`config.mk`:
```
export PLATFORM = sky130hd
export DESIGN_NAME = instruction_encoder
export DESIGN_NICKNAME = d
export VERILOG_FILES = /design/src/rtl/instruction_encoder.sv
export SDC_FILE = /design/constraint.sdc
export NUM_CORES = 1
export LEC_CHECK = 0
export BUFFER_PORTS_ARGS = -buffer_cell sky130_fd_sc_hd__buf_2
export CELL_PAD_IN_SITES_DETAIL_PLACEMENT = 0
export CELL_PAD_IN_SITES_GLOBAL_PLACEMENT = 1
export CORE_ASPECT_RATIO = 0.8
export CORE_MARGIN = 2
export CORE_UTILIZATION = 40
export CTS_BUF_LIST = sky130_fd_sc_hd__clkbuf_8
export DETAILED_ROUTE_END_ITERATION = 6
export PLACE_DENSITY = 0.77
export SKIP_LAST_GASP = 1
export SYNTH_ARGS = -nofsm -noshare
export SYNTH_HDL_FRONTEND = slang
export SYNTH_SLANG_ARGS = --single-unit
export TNS_END_PERCENT = 100
```
`constraint.sdc`:
```
create_clock -name clock -period 3.45 [get_ports clock]
set_input_delay 0.5175 -clock clock [delete_from_list [all_inputs] [get_ports clock]]
set_output_delay 0.5175 -clock clock [all_outputs]
set_load 0.02 [all_outputs]
```
`src/rtl/instruction_encoder.sv`:
```
// rtl/instruction_encoder.sv - packs RV32 fields into instruction words, streamed from a small FIFO.
// Define ENCODER_UJ_EN to enable U (format 4) and J (format 5) encodings.
module instruction_encoder #(
  parameter int                DEPTH  = 4,
  parameter int                ADDR_W = 32,
  parameter logic [ADDR_W-1:0] BASE   = '0
) (
  input  logic              clock,
  input  logic              reset,
  input  logic              in_valid,
  output logic              in_ready,
  input  logic [2:0]        in_format,
  input  logic [6:0]        in_opcode,
  input  logic [4:0]        in_rd,
  input  logic [4:0]        in_rs1,
  input  logic [4:0]        in_rs2,
  input  logic [2:0]        in_funct3,
  input  logic [6:0]        in_funct7,
  input  logic [31:0]       in_imm,
  output logic              out_valid,
  input  logic              out_ready,
  output logic [31:0]       out_instr,
  output logic [ADDR_W-1:0] out_addr,
  output logic              out_err,
  output logic [7:0]        err_count
);

  localparam int AW = (DEPTH > 1) ? $clog2(DEPTH) : 1;
  localparam logic [AW:0] FULL_CNT = (AW+1)'(DEPTH);

  logic [32:0]   mem [DEPTH];
  logic [AW-1:0] wr_ptr, rd_ptr;
  logic [AW:0]   count;
  logic          push, pop;
  logic [31:0]   enc_instr;
  logic          enc_err;
  logic signed [31:0] simm;

  assign simm = in_imm;

  always_comb begin
    enc_instr = 32'h0000_0013;
    enc_err   = 1'b0;
    case (in_format)
      3'd0: enc_instr = {in_funct7, in_rs2, in_rs1, in_funct3, in_rd, in_opcode};
      3'd1: begin
        enc_instr = {in_imm[11:0], in_rs1, in_funct3, in_rd, in_opcode};
        enc_err   = (simm < -2048) || (simm > 2047);
      end
      3'd2: begin
        enc_instr = {in_imm[11:5], in_rs2, in_rs1, in_funct3, in_imm[4:0], in_opcode};
        enc_err   = (simm < -2048) || (simm > 2047);
      end
      3'd3: begin
        enc_instr = {in_imm[12], in_imm[10:5], in_rs2, in_rs1, in_funct3,
                     in_imm[4:1], in_imm[11], in_opcode};
        enc_err   = (simm < -4096) || (simm > 4094) || in_imm[0];
      end
`ifdef ENCODER_UJ_EN
      3'd4: enc_instr = {in_imm[31:12], in_rd, in_opcode};
      3'd5: begin
        enc_instr = {in_imm[20], in_imm[10:1], in_imm[11], in_imm[19:12], in_rd, in_opcode};
        enc_err   = (simm < -(32'sd1 <<< 20)) || (simm > ((32'sd1 <<< 20) - 2)) || in_imm[0];
      end
`endif
      default: begin
        enc_instr = 32'h0000_0013;
        enc_err   = 1'b1;
      end
    endcase
  end

  // Readiness comes from the registered count, so a pop frees its slot one cycle later.
  assign in_ready  = (count != FULL_CNT);
  assign out_valid = (count != '0);
  assign push      = in_valid && in_ready;
  assign pop       = out_valid && out_ready;
  assign out_instr = out_valid ? mem[rd_ptr][31:0] : 32'h0;
  assign out_err   = out_valid ? mem[rd_ptr][32] : 1'b0;

  always_ff @(posedge clock) begin
    if (push) mem[wr_ptr] <= {enc_err, enc_instr};
  end

  always_ff @(posedge clock or posedge reset) begin
    if (reset) begin
      wr_ptr    <= '0;
      rd_ptr    <= '0;
      count     <= '0;
      out_addr  <= BASE;
      err_count <= 8'd0;
    end else begin
      if (push) wr_ptr <= wr_ptr + AW'(1);
      if (pop) begin
        rd_ptr   <= rd_ptr + AW'(1);
        out_addr <= out_addr + ADDR_W'(4);
      end
      count <= count + {{AW{1'b0}}, push} - {{AW{1'b0}}, pop};
      if (push && enc_err && (err_count != 8'hFF)) err_count <= err_count + 8'd1;
    end
  end

endmodule

```
# Yosys cells after proc, flatten, opt, wreduce, memory -nomap -nowiden
# Memory sizes are Yosys's and may differ from the RTL's.
# Index checks and enable logic that the tools add are counted.
[word_totals]
ram_bits = 132
rom_bits = 0
inputBits = 71
memories = 1
wordCells = 37
reg_bits = 47
output_inout_bits = 75
latch_bits = 0
[op_classes]
bitwise_logic = 0
reduce_logical = 10
n_shift = 0
n_mux = 6
n_eq_ne = 5
div = 0
n_lt_le_gt_ge = 4
n_addsub = 6
n_mul = 0
[mem_list]
columns = ["memory", "depth", "word_bits", "rd", "rd_ports_with_merged_regs", "wr", "line", "text"]
rows = [
  ["mem", 4, 33, 1, 0, 1, "31", "logic [32:0] mem [DEPTH];"],
]
[ops]
columns = ["cell", "count"]
rows = [
  ["$pmux W32 S4", 1],
  ["$add A32 B3 Y32 const B", 1],
  ["$gt A32 B12 Y1 const B", 1],
  ["$gt A32 B13 Y1 const B", 1],
  ["$lt A32 B12 Y1 const B", 1],
  ["$lt A32 B13 Y1 const B", 1],
  ["$mux W32", 1],
  ["$add A8 B1 Y8 const B", 1],
  ["$ne A8 B8 Y1 const B", 1],
  ["$eq A3 B2 Y1 const B", 2],
  ["$add A2 B1 Y2 const B", 2],
  ["$logic_and A1 B1 Y1", 4],
  ["$add A3 B1 Y3", 1],
  ["$eq A3 B1 Y1 const B", 1],
  ["$logic_not A3 Y1", 1],
  ["$logic_or A1 B1 Y1", 3],
  ["$mux W1", 3],
  ["$ne A3 B3 Y1 const B", 1],
  ["$pmux W1 S3", 1],
  ["$reduce_bool A3 Y1", 1],
  ["$sub A3 B1 Y3", 1],
  ["$reduce_or A2 Y1", 1],
]

# Depth between registers and ports, before layout
# Gate-level depths: netlist (run 1).
[depth]
ltp_word = 6
depth_mapped = 11

# Worst setup path after synthesis (run 1)
# No wires, ideal clock.
[synth_timing]
path_type = "register to register"
from = "register count[1]"
to = "register count[2]"
setup_slack_ns = 0.909
arrival_ns = 2.418
setup_ns = 0.123
path_stages_with_launch = 12
synth_period_minus_slack_ns = 2.541
n_path_buf = 1
path_cell_list = "dfrtp_1 > or3b_1 > and2_1 > buf_2 > inv_2 > ha_1 > inv_1 > ha_1 > inv_1 > fa_1 > xnor2_1 > xnor2_1"
[synth_between]
elab_chain_cells = 4
elab_cells_between_ends = 6
[synth_lines]
columns = ["item", "line", "text"]
rows = [
  ["start: declaration", "33", "logic [AW:0] count;"],
  ["start signal: assignment", "98", "count <= count + {{AW{1'b0}}, push} - {{AW{1'b0}}, pop};"],
  ["$ne A3 B3 Y1", "74", "assign in_ready = (count != FULL_CNT);"],
  ["via in_ready", "11", "output logic in_ready,"],
  ["$logic_and A1 B1 Y1", "76", "assign push = in_valid && in_ready;"],
  ["$add A3 B1 Y3", "98", ""],
  ["$sub A3 B1 Y3", "98", ""],
]
# The timed path passes the listed nets, and every way through them passes these cells.
# A chain may end at the register's enable or synchronous reset.

# Worst setup path in the final report (run 1)
[layout_timing]
from = "register rd_ptr[0]"
to = "output port out_instr[30]"
[layout_between]
elab_chain_cells = 2
[layout_lines]
columns = ["item", "line", "text"]
rows = [
  ["start: declaration", "32", "logic [AW-1:0] wr_ptr, rd_ptr;"],
  ["start signal: assignment", "95", "rd_ptr <= rd_ptr + AW'(1);"],
  ["$mem_v2 Z4 W33", "n/a", ""],
  ["$mux W32", "78", "assign out_instr = out_valid ? mem[rd_ptr][31:0] : 32'h0;"],
  ["end: declaration", "22", "output logic [31:0] out_instr,"],
]
# Every way passes these cells.

==> results of run 1 <==
## per-stage QoR
step | utilization [%] | instances | total power, mW | instance area (sq um)
4_1_cts | 47.91 | 908 | 6.925 | 9091
3_3_place_gp | 46.05 | 876 | 5.586 | 8737
6_report | 47.91 | 908 | 6.818 | 9091
2_1_floorplan | - | 495 | 4.772 | 7760
3_5_place_dp | 46.05 | 876 | 5.633 | 8737
5_1_grt | 47.91 | 908 | 7.205 | 9091
## synth_stat cells, types with 6 or more instances
library cell,count
sky130_fd_sc_hd__a21oi_1,7
sky130_fd_sc_hd__and3_1,13
sky130_fd_sc_hd__buf_2,6
sky130_fd_sc_hd__clkbuf_1,12
sky130_fd_sc_hd__dfrtp_1,45
sky130_fd_sc_hd__edfxtp_1,132
sky130_fd_sc_hd__ha_1,8
sky130_fd_sc_hd__inv_1,10
sky130_fd_sc_hd__mux2i_1,11
sky130_fd_sc_hd__mux4_2,33
sky130_fd_sc_hd__nand2_1,24
sky130_fd_sc_hd__nand3_1,16
sky130_fd_sc_hd__nand4_1,14
sky130_fd_sc_hd__nor2_1,21
sky130_fd_sc_hd__nor2b_1,46
sky130_fd_sc_hd__o21ai_0,10
sky130_fd_sc_hd__xnor2_1,32
sky130_fd_sc_hd__xor2_1,10
## how the worst min path moves through the flow
stage	end	slack [ps]
3_5_place_dp	out_addr[16]	480
6_report	count[1]	50
2_1_floorplan	count[2]	480
3_3_place_gp	out_addr[31]	460
5_1_grt	wr_ptr[0]	50
4_1_cts	err_count[3]	40
## cell families (layout without fill, tap and decap cells)
family	Yosys count	in the layout	share of synthesized area [%]
AOI/OAI and AO/OA	25	25	2.242
DFF	177	177	65.62
and+or+nand+nor	159	159	12.42
adders and majority gates	9	9	1.549
muxes	46	46	11.34
buffers and inverters	35	190	2.033
other	1	2	0.04835
xor gates and xnor gates	42	42	4.743
## area by class of cell
| cell class | instances | area [sq um] | area share, % |
|---|---|---|---|
| clock inverter | 15 | 120.1 | 1.321 |
| multi-input combinational | 283 | 2522 | 27.75 |
| timing repair buffer | 147 | 758.2 | 8.340 |
| sequential | 177 | 5092 | 56.01 |
| inverter | 11 | 41.29 | 0.4542 |
| clock buffer | 17 | 234.0 | 2.574 |
| tap | 258 | 322.8 | 3.551 |
## power by group through the flow
stage | clock network [mW] | registers (mW) | logic [mW]
5_1_grt | 1.41 | 3.15 | 2.65
2_1_floorplan | 0 | 3.05 | 1.72
6_report | 1.30 | 3.09 | 2.44
3_3_place_gp | 0 | 3.12 | 2.47
4_1_cts | 1.33 | 3.10 | 2.49
3_5_place_dp | 0 | 3.15 | 2.48
## critical path, delay by kind of cell, from the launching register on
kind	cells	cell delay (ps)
buffers and inverters	2	460
DFF	1	650
muxes	1	530
and+or+nand+nor	1	160
## state kept, by name, indices dropped and copies added (netlist names)
| name | cells |
|---|---|
| wr_ptr | 2 |
| err_count | 8 |
| rd_ptr | 2 |
| mem | 132 |
| out_addr | 30 |
| count | 3 |
## layer usage
layer / up-vias / part of all wire [%]
met5: - / 0
met4: 0 / 0.77
met3: 10 / 5.5
met2: 110 / 49
met1: 2228 / 45
li1: 2121 / -
==> flow_metrics.py, run 1 <==
metrics = {
    "outcome": {
        "run_status": "complete, no violations",
    },
    "timing": {
        "report.final.setup_viol": 0,
        "final_max_slew_viol_count": 0,
        "layout_worst_path_cycle_share_pct": 80.88,
        "finalWorstPathRequiredPeriod_ps": 2790,
        "final_critical_path_setup_slack_ps": 659.6,
        "slew_headroom_pct": 34.00,
        "unrepaired_setup_endpoints_after_global_routing": "false",
        "worst-slew-pin-transition_ps": 990.0,
        "setup_total_negative_slack_ps": 0,
        "whs_ps": 53.51,
        "fin_worst_skew_ps": 9.228,
        "hold_viol_final": 0,
        "maxClockFrequency_ghz": 0.3584,
    },
    "yosys": {
        "syn_area_sq_um": 7756,
        "synth_top_area_cell": "sky130_fd_sc_hd__edfxtp_1",
        "yosys.cell_types.count": 47,
        "sequential_fraction_of_the_synthesis_area_pct": 65.62,
        "ys_warn_count": 0,
        "synth_edf_count": 132,
        "synthFlopType": "sky130_fd_sc_hd__edfxtp_1",
        "post-synth-top-area-fraction_pct": 51.11,
        "post_synth_inst_count": 494,
        "postSynthRegisterBits": 177,
        "synth-async-reset-ratio_pct": 25.42,
        "syn_avg_cell_area_sq_um": 15.70,
        "ys_top_cells_by_area": "sky130_fd_sc_hd__edfxtp_1, sky130_fd_sc_hd__dfrtp_1, sky130_fd_sc_hd__mux4_2",
    },
    "floorplan": {
        "num_rows": 45,
        "die_width_um": 159.7,
        "start_util_pct": 40.88,
        "die_h_um": 128.6,
        "io_count": 146,
        "total_die_area_sq_um": 20530,
        "floorplan_core_area_sq_um": 18970,
    },
    "power": {
        "leakagePower_nw": 3.560,
        "pwr-share-comb_pct": 35.7,
        "internal-power_mw": 4.385,
        "switching_power_mw": 2.433,
        "clockPowerShare_pct": 19.0,
        "power_per_cell_area_nw_per_um2": 749.9,
        "vdd.ir_drop.worst_v": 0.0002835,
        "sw_frac_of_total_pct": 35.68,
        "portion_of_total_power_attributed_to_sequential_cells_pct": 45.3,
    },
    "cells_and_area": {
        "antennaDiodeCount": 0,
        "nNetsFinal": 717,
        "fraction_of_layout_instances_using_a_drive_strength_above_1_pct": 36.15,
        "syn2layout_area_growth_pct": 17.21,
        "layout_common_cells": "sky130_fd_sc_hd__buf_2, sky130_fd_sc_hd__edfxtp_1, sky130_fd_sc_hd__nor2b_1, sky130_fd_sc_hd__dfrtp_1, sky130_fd_sc_hd__mux4_2",
        "fillers": 1653,
        "layout_commonest_cell": "sky130_fd_sc_hd__buf_2",
    },
    "drt": {
        "detail_route.vias_per_cell": 4.922,
        "dr.pass1.iters": 5,
        "totalWireLength_mm": 15.54,
        "routed_wire_length_per_instance_um": 17.11,
        "detail-route-antenna-nets": 0,
        "drc": 0,
        "routed-via-count": 4469,
        "drt_iter0_markers": 284,
    },
    "critical_path": {
        "worst-r2r-setup-slack_ps": 870,
        "startpoint": "rd_ptr[0]",
        "worst-setup-path-type": "flip-flop to output pin",
        "regToRegEndpoint": "count[2]",
        "crit_path_start_kind": "flip-flop",
        "worstPathArrival_ps": 2270,
        "max_stage_delay_ps": 650,
        "cp-endpoint": "out_instr[30]",
        "crit_path_end_kind": "output pin",
        "worst_r2r_path_depth": 10,
        "worstReg2RegStart": "count[1]",
        "crit_slowest_cell": "sky130_fd_sc_hd__dfrtp_2",
        "critPathRequiredTime_ps": 2930,
        "crit_fanout": 24,
        "timing.critical_path.cells": "buf_12 > mux4_2 > nor2b_1 > buf_2",
    },
    "global_routing": {
        "busiest_layer": "met2",
        "met1_usage_pct": 19.91,
        "grt_antenna_before_repair": 0,
        "grt.total_usage_pct": 15.69,
        "global_route.usage.met3_pct": 4.578,
        "total_overflow_reported_by_the_global_router": 0,
        "grt_start_max_net_pins": 35,
        "global_route_track_usage_on_met2_pct": 26.46,
        "first_global_vias": 4679,
        "grt_first_pass_wirelength_mm": 24.46,
    },
    "placement": {
        "detailedPlacementHpwl_mm": 10.17,
        "dp_slack_ps": 890.7,
        "finalWeightedCongestion": 0.8347,
        "port-buffer-count": 143,
    },
    "clock_tree": {
        "htreeDepth": 4,
        "cts_inserted_buffers": 17,
        "worstSkewPairLatency_ps": 450,
        "holdBufCountCts": 0,
        "postCtsResizedCells": 0,
        "clock_tree_root": "sky130_fd_sc_hd__clkbuf_8",
        "cts.sink_count": 177,
        "cts_max_path_buffers": 2,
        "cts.clk_slew.worst_paths_ps": 90,
        "postCtsSetupBuffers": 0,
        "cts_tree": "yes",
    },
    "job": {
        "maxCapViolations": 0,
    },
    "min_path": {
        "hold_path.class": "input port to asynchronous set/reset pin",
    },
}
(Power assumes the default switching activity.)
==> run 2, diff against run 1 <==
PLACE_DENSITY = 0.8   (was 0.77)
clock period = 2.4 ns   (was 3.45 ns; I/O delays follow)
==> run 2 against run 1 <==
  * Flip-flop and latch count did not move
  * Utilization is 1.1 points higher
  * Worst hold slack got worse by 9.2 ps
  * Largest power group unchanged
==> flow_metrics.py, run 2 (same netlist as run 1, synthesis figures left out) <==
metrics = {
    "outcome": {
        "run_status": "complete, no violations",
    },
    "clock_tree": {
        "holdBufCountCts": 0,
        "htreeDepth": 4,
        "cts_max_path_buffers": 2,
        "cts_tree": "yes",
        "cts.sink_count": 177,
        "cts.clk_slew.worst_paths_ps": 90,
        "worstSkewPairLatency_ps": 450,
        "clock_tree_root": "sky130_fd_sc_hd__clkbuf_8",
        "cts_inserted_buffers": 17,
    },
    "global_routing": {
        "grt_start_max_net_pins": 46,
        "grt_first_pass_wirelength_mm": 25.10,
        "total_overflow_reported_by_the_global_router": 0,
        "grt.total_usage_pct": 15.91,
        "grt_antenna_before_repair": 0,
        "first_global_vias": 4871,
    },
    "job": {
        "maxCapViolations": 0,
    },
    "floorplan": {
        "num_rows": 45,
        "io_count": 146,
        "die_width_um": 159.7,
        "total_die_area_sq_um": 20530,
        "start_util_pct": 40.88,
        "die_h_um": 128.6,
        "floorplan_core_area_sq_um": 18970,
    },
    "timing": {
        "finalWorstPathRequiredPeriod_ps": 2298,
        "layout_worst_path_cycle_share_pct": 95.74,
        "worst-slew-pin-transition_ps": 578.3,
        "whs_ps": 44.29,
        "final_max_slew_viol_count": 0,
        "slew_headroom_pct": 61.45,
        "hold_viol_final": 0,
        "report.final.setup_viol": 0,
        "unrepaired_setup_endpoints_after_global_routing": "true",
        "maxClockFrequency_ghz": 0.4352,
        "fin_worst_skew_ps": 13.58,
        "setup_total_negative_slack_ps": 0,
    },
    "critical_path": {
        "cp-endpoint": "out_instr[31]",
        "worst-r2r-setup-slack_ps": 140,
        "worst-setup-path-type": "flip-flop to output pin",
        "timing.critical_path.cells": "buf_12 > mux4_2 > nor2b_1 > buf_2",
        "worst_r2r_path_depth": 10,
        "max_stage_delay_ps": 520,
        "crit_path_end_kind": "output pin",
        "worstReg2RegStart": "count[0]",
        "crit_fanout": 25,
        "crit_path_start_kind": "flip-flop",
        "regToRegEndpoint": "count[2]",
        "worstPathArrival_ps": 1940,
        "startpoint": "rd_ptr[0]",
        "critPathRequiredTime_ps": 2040,
        "crit_slowest_cell": "sky130_fd_sc_hd__mux4_2",
    },
    "cells_and_area": {
        "largest_register_ffs": 132,
        "antennaDiodeCount": 0,
        "area.sequential_sq_um": 5095,
        "nNetsFinal": 734,
        "layout_common_cells": "sky130_fd_sc_hd__buf_2, sky130_fd_sc_hd__edfxtp_1, sky130_fd_sc_hd__nor2b_1, sky130_fd_sc_hd__dfrtp_1, sky130_fd_sc_hd__mux4_2",
        "reg_top3": "mem (132), out_addr (30), err_count (8)",
        "syn2layout_area_growth_pct": 19.89,
        "multi_input_area_sq_um": 2535,
        "layout_commonest_cell": "sky130_fd_sc_hd__buf_2",
        "fillers": 1635,
        "largest_register": "mem",
        "fraction_of_layout_instances_using_a_drive_strength_above_1_pct": 38.38,
    },
    "power": {
        "vdd.ir_drop.worst_v": 0.0004627,
        "power_per_cell_area_nw_per_um2": 1097,
        "leakagePower_nw": 3.686,
    },
    "drt": {
        "routed_wire_length_per_instance_um": 16.77,
        "dr.pass1.iters": 4,
        "detail_route.vias_per_cell": 5.000,
        "drc": 0,
        "totalWireLength_mm": 15.51,
        "detail-route-antenna-nets": 0,
        "routed-via-count": 4625,
        "drt_iter0_markers": 331,
    },
    "placement": {
        "detailedPlacementHpwl_mm": 10.49,
        "port-buffer-count": 143,
        "finalWeightedCongestion": 0.7771,
    },
    "min_path": {
        "hold_path.class": "input port to asynchronous set/reset pin",
    },
}
run 2: what timing repair did:
item	in CTS	in global routing
buffers inserted	0	1
gates resized for setup	1	2
cloned	0	0
endpoints found under the hold margin	0	0
setup endpoints to repair	2	12
run 2: critical path, delay by kind of cell, from the launching register on:
kind,cells,cell delay (ps)
DFF,1,390
muxes,1,520
and+or+nand+nor,1,160
buffers and inverters,2,410
run 2: where the power goes:
part,internal [mW],switching [mW],total [mW]
clock,1.06,1.03,2.09
sequential,3.98,0.329,4.31
combinational,1.65,2.16,3.81
run 2: area by class of cell:
cell class              instances  share of cell area (%)
flip-flops and latches        177                   54.79
inverters                      11                  0.4440
clock buffers                  18                   2.664
well taps                     258                   3.471
multi-input cells             283                   27.26
clock inverters                14                   1.709
repair buffers                164                   9.661
run 2: routing by layer:
metal | vias up | global-route usage [%] | wire length [um]
met5 | - | 0 | 0
met4 | 0 | 4.706 | 178
met3 | 13 | 4.126 | 768
met2 | 117 | 27.68 | 7798
met1 | 2337 | 19.83 | 6766
li1 | 2158 | - | -
run 2: per-stage QoR:
stage | setup WS (ps) | std cells | instance area (sq um) | power, mW | utilization [%]
2_1_floorplan | 0.7505 | 495 | 7765 | 6.869 | -
3_3_place_gp | 187.3 | 892 | 8872 | 8.135 | 46.76
3_5_place_dp | 109.4 | 892 | 8872 | 8.250 | 46.76
4_1_cts | 28.48 | 924 | 9281 | 10.36 | 48.92
5_1_grt | -30.80 | 925 | 9299 | 10.79 | 49.01
6_report | 102.3 | 925 | 9299 | 10.21 | 49.01
run 2: worst min-delay path by stage:
stage                         endpoint  slack [ps]  cells past startpoint
after floorplan               count[2]         480                      1
after global placement    out_addr[31]         460                      1
after CTS                 err_count[7]          30                      3
final                     err_count[7]          40                      3
after global routing      err_count[7]          80                      3
after detailed placement  out_addr[31]         470                      1
==> run 3, diff against run 2 <==
PLACE_DENSITY = 0.77   (was 0.8)
clock period = 2.2 ns   (was 2.4 ns; I/O delays follow)
==> run 3 against run 2 <==
  * The run now ends with setup timing left
  * Clock-buffer cell count fell by 1
  * Die area did not move
  * Global-route usage rose by 0.13 points
  * Critical path type unchanged
  * Combinational power rose by 26%
  * Clock skew fell by 6.1 ps
  * Power rose by 13%
  * Cell area rose by 2.6%
  * Highest routed layer unchanged
  * Flip-flop and latch count did not move
  * Largest cell class unchanged
  * Sequential power rose by 7.9%
  * First-iteration DRC count fell by 24%
  * Non-clock buffer count rose by 8
==> flow_metrics.py, run 3 (same netlist as run 1, synthesis figures left out) <==
metrics = {
    "outcome": {
        "run_status": "finished, violations left",
        "failed_checks": "setup timing",
    },
    "critical_path": {
        "crit_slowest_cell": "sky130_fd_sc_hd__mux4_2",
        "max_stage_delay_ps": 480,
        "worstPathArrival_ps": 1970,
        "critPathRequiredTime_ps": 1870,
        "critical_path.top_delay_family": "multiplexers",
        "crit_path_end_kind": "output pin",
        "crit_fanout": 6,
        "worst-setup-path-type": "flip-flop to output pin",
        "crit_path_start_kind": "flip-flop",
        "timing.critical_path.cells": "buf_12 > clkbuf_16 > mux4_2 > nor2b_1 > buf_2",
        "critical_path.n_buffers_inverters": 3,
    },
    "drt": {
        "drc": 0,
        "totalWireLength_mm": 16.55,
        "detail-route-antenna-nets": 0,
        "routed-via-count": 4652,
        "dr.pass1.iters": 4,
        "routed_wire_length_per_instance_um": 17.72,
        "detail_route.vias_per_cell": 4.981,
        "drt_iter0_markers": 252,
    },
    "timing": {
        "final_critical_path_setup_slack_ps": -100.9,
        "final_max_slew_viol_count": 0,
        "unrepaired_setup_endpoints_after_global_routing": "true",
        "fin_worst_skew_ps": 7.514,
        "finalWorstPathRequiredPeriod_ps": 2301,
        "worst-slew-pin-transition_ps": 956.9,
        "setup_total_negative_slack_ps": -1636,
        "maxClockFrequency_ghz": 0.4346,
        "hold_viol_final": 0,
        "layout_worst_path_cycle_share_pct": 104.6,
        "slew_headroom_pct": 36.21,
        "report.final.setup_viol": 33,
    },
    "floorplan": {
        "die_h_um": 128.6,
        "die_width_um": 159.7,
        "floorplan_core_area_sq_um": 18970,
        "num_rows": 45,
        "start_util_pct": 40.88,
        "io_count": 146,
        "total_die_area_sq_um": 20530,
    },
    "global_routing": {
        "grt.total_usage_pct": 16.04,
        "grt_start_max_net_pins": 35,
        "grt_antenna_before_repair": 1,
        "total_overflow_reported_by_the_global_router": 0,
        "grt_first_pass_wirelength_mm": 25.23,
        "first_global_vias": 4878,
    },
    "placement": {
        "finalWeightedCongestion": 0.8455,
        "detailedPlacementHpwl_mm": 10.49,
        "port-buffer-count": 143,
    },
    "cells_and_area": {
        "fraction_of_layout_instances_using_a_drive_strength_above_1_pct": 39.56,
        "finish.utilization_pct": 50.30,
        "layout_commonest_cell": "sky130_fd_sc_hd__buf_2",
        "syn2layout_area_growth_pct": 23.05,
        "nNetsFinal": 742,
        "reg_top3": "mem (132), out_addr (30), err_count (8)",
        "layout_common_cells": "sky130_fd_sc_hd__buf_2, sky130_fd_sc_hd__edfxtp_1, sky130_fd_sc_hd__nor2b_1, sky130_fd_sc_hd__dfrtp_1, sky130_fd_sc_hd__mux4_2",
        "largest_register": "mem",
        "largest_register_ffs": 132,
    },
    "clock_tree": {
        "htreeDepth": 4,
        "cts_max_path_buffers": 2,
        "clock_tree_root": "sky130_fd_sc_hd__clkbuf_8",
        "cts_inserted_buffers": 17,
        "cts_tree": "yes",
        "worstSkewPairLatency_ps": 460,
        "cts.sink_count": 177,
        "cts.clk_slew.worst_paths_ps": 90,
    },
    "job": {
        "maxCapViolations": 0,
    },
    "min_path": {
        "hold_path.class": "input port to flip-flop",
    },
    "power": {
        "leakagePower_nw": 3.756,
        "power_per_cell_area_nw_per_um2": 1213,
        "vdd.ir_drop.worst_v": 0.0006142,
    },
}
## run 3: changes by cell type in the layout (fill, tap and decap cells not counted), sizes merged, moves of 2 or more
| cell | delta |
|---|---|
| inv | -3 |
| buf | +3 |
| clkinvlp | +3 |
| clkinv | +2 |
| clkbuf | +3 |
## run 3: layout make-up
| class | instances | area (sq um) |
|---|---|---|
| multi-input combinational | 283 | 2584 |
| clock buffer | 17 | 234.0 |
| timing repair buffer | 172 | 1120 |
| inverter | 11 | 43.79 |
| fill | 1630 | 9430 |
| tap | 258 | 322.8 |
| sequential | 177 | 5094 |
| clock inverter | 15 | 143.9 |
| antenna | 1 | 2.502 |
## run 3: final timing paths
path / startpoint / to / slack, ps / cells past startpoint
max in group asynchronous: reset / count[1] / 1310 / 4
min in group asynchronous: reset / out_addr[25] / 340 / 3
min: in_opcode[4] / mem[2][4] / 170 / 2
max reg2reg: count[1] / count[2] / 40 / 10
min reg2reg: out_addr[31] / out_addr[31] / 470 / 1
max: rd_ptr[0] / out_instr[27] / -100 / 5
## run 3: through the flow
stage	cells	power [mW]	worst slack, ps	hold WS (ps)	instance area [sq um]
after global placement	890	8.981	92.88	268.8	8911
after CTS	924	11.24	-124.1	144.0	9319
final	934	11.58	-100.9	172.8	9544
after floorplan	495	7.564	-131.3	473.5	7810
after global routing	933	12.18	-163.2	150.9	9542
after detailed placement	890	9.091	13.45	272.0	8911
## run 3: where the power goes
part	internal, mW	leakage, nW	switching (mW)	total [mW]
sequential	4.34	1.81	0.310	4.65
combinational	2.20	1.76	2.59	4.79
clock	0.998	0.184	1.13	2.13
## run 3: repair_timing
action / CTS / global route
endpoints found under the setup margin: 34 / 37
setup buffers: 1 / 4
cloned: 0 / 5
pin swaps: 1 / 3
resized for setup: 3 / 18
hold buffers: 1 / 0
hold endpoints to repair: 9 / 0
## run 3: layer usage
| layer | share of wire [%] | track usage (%) |
|---|---|---|
| met1 | 46 | 20.80 |
| met2 | 48 | 26.74 |
| met3 | 4.5 | 3.868 |
| met4 | 1.5 | 5.668 |
| met5 | 0 | 0 |
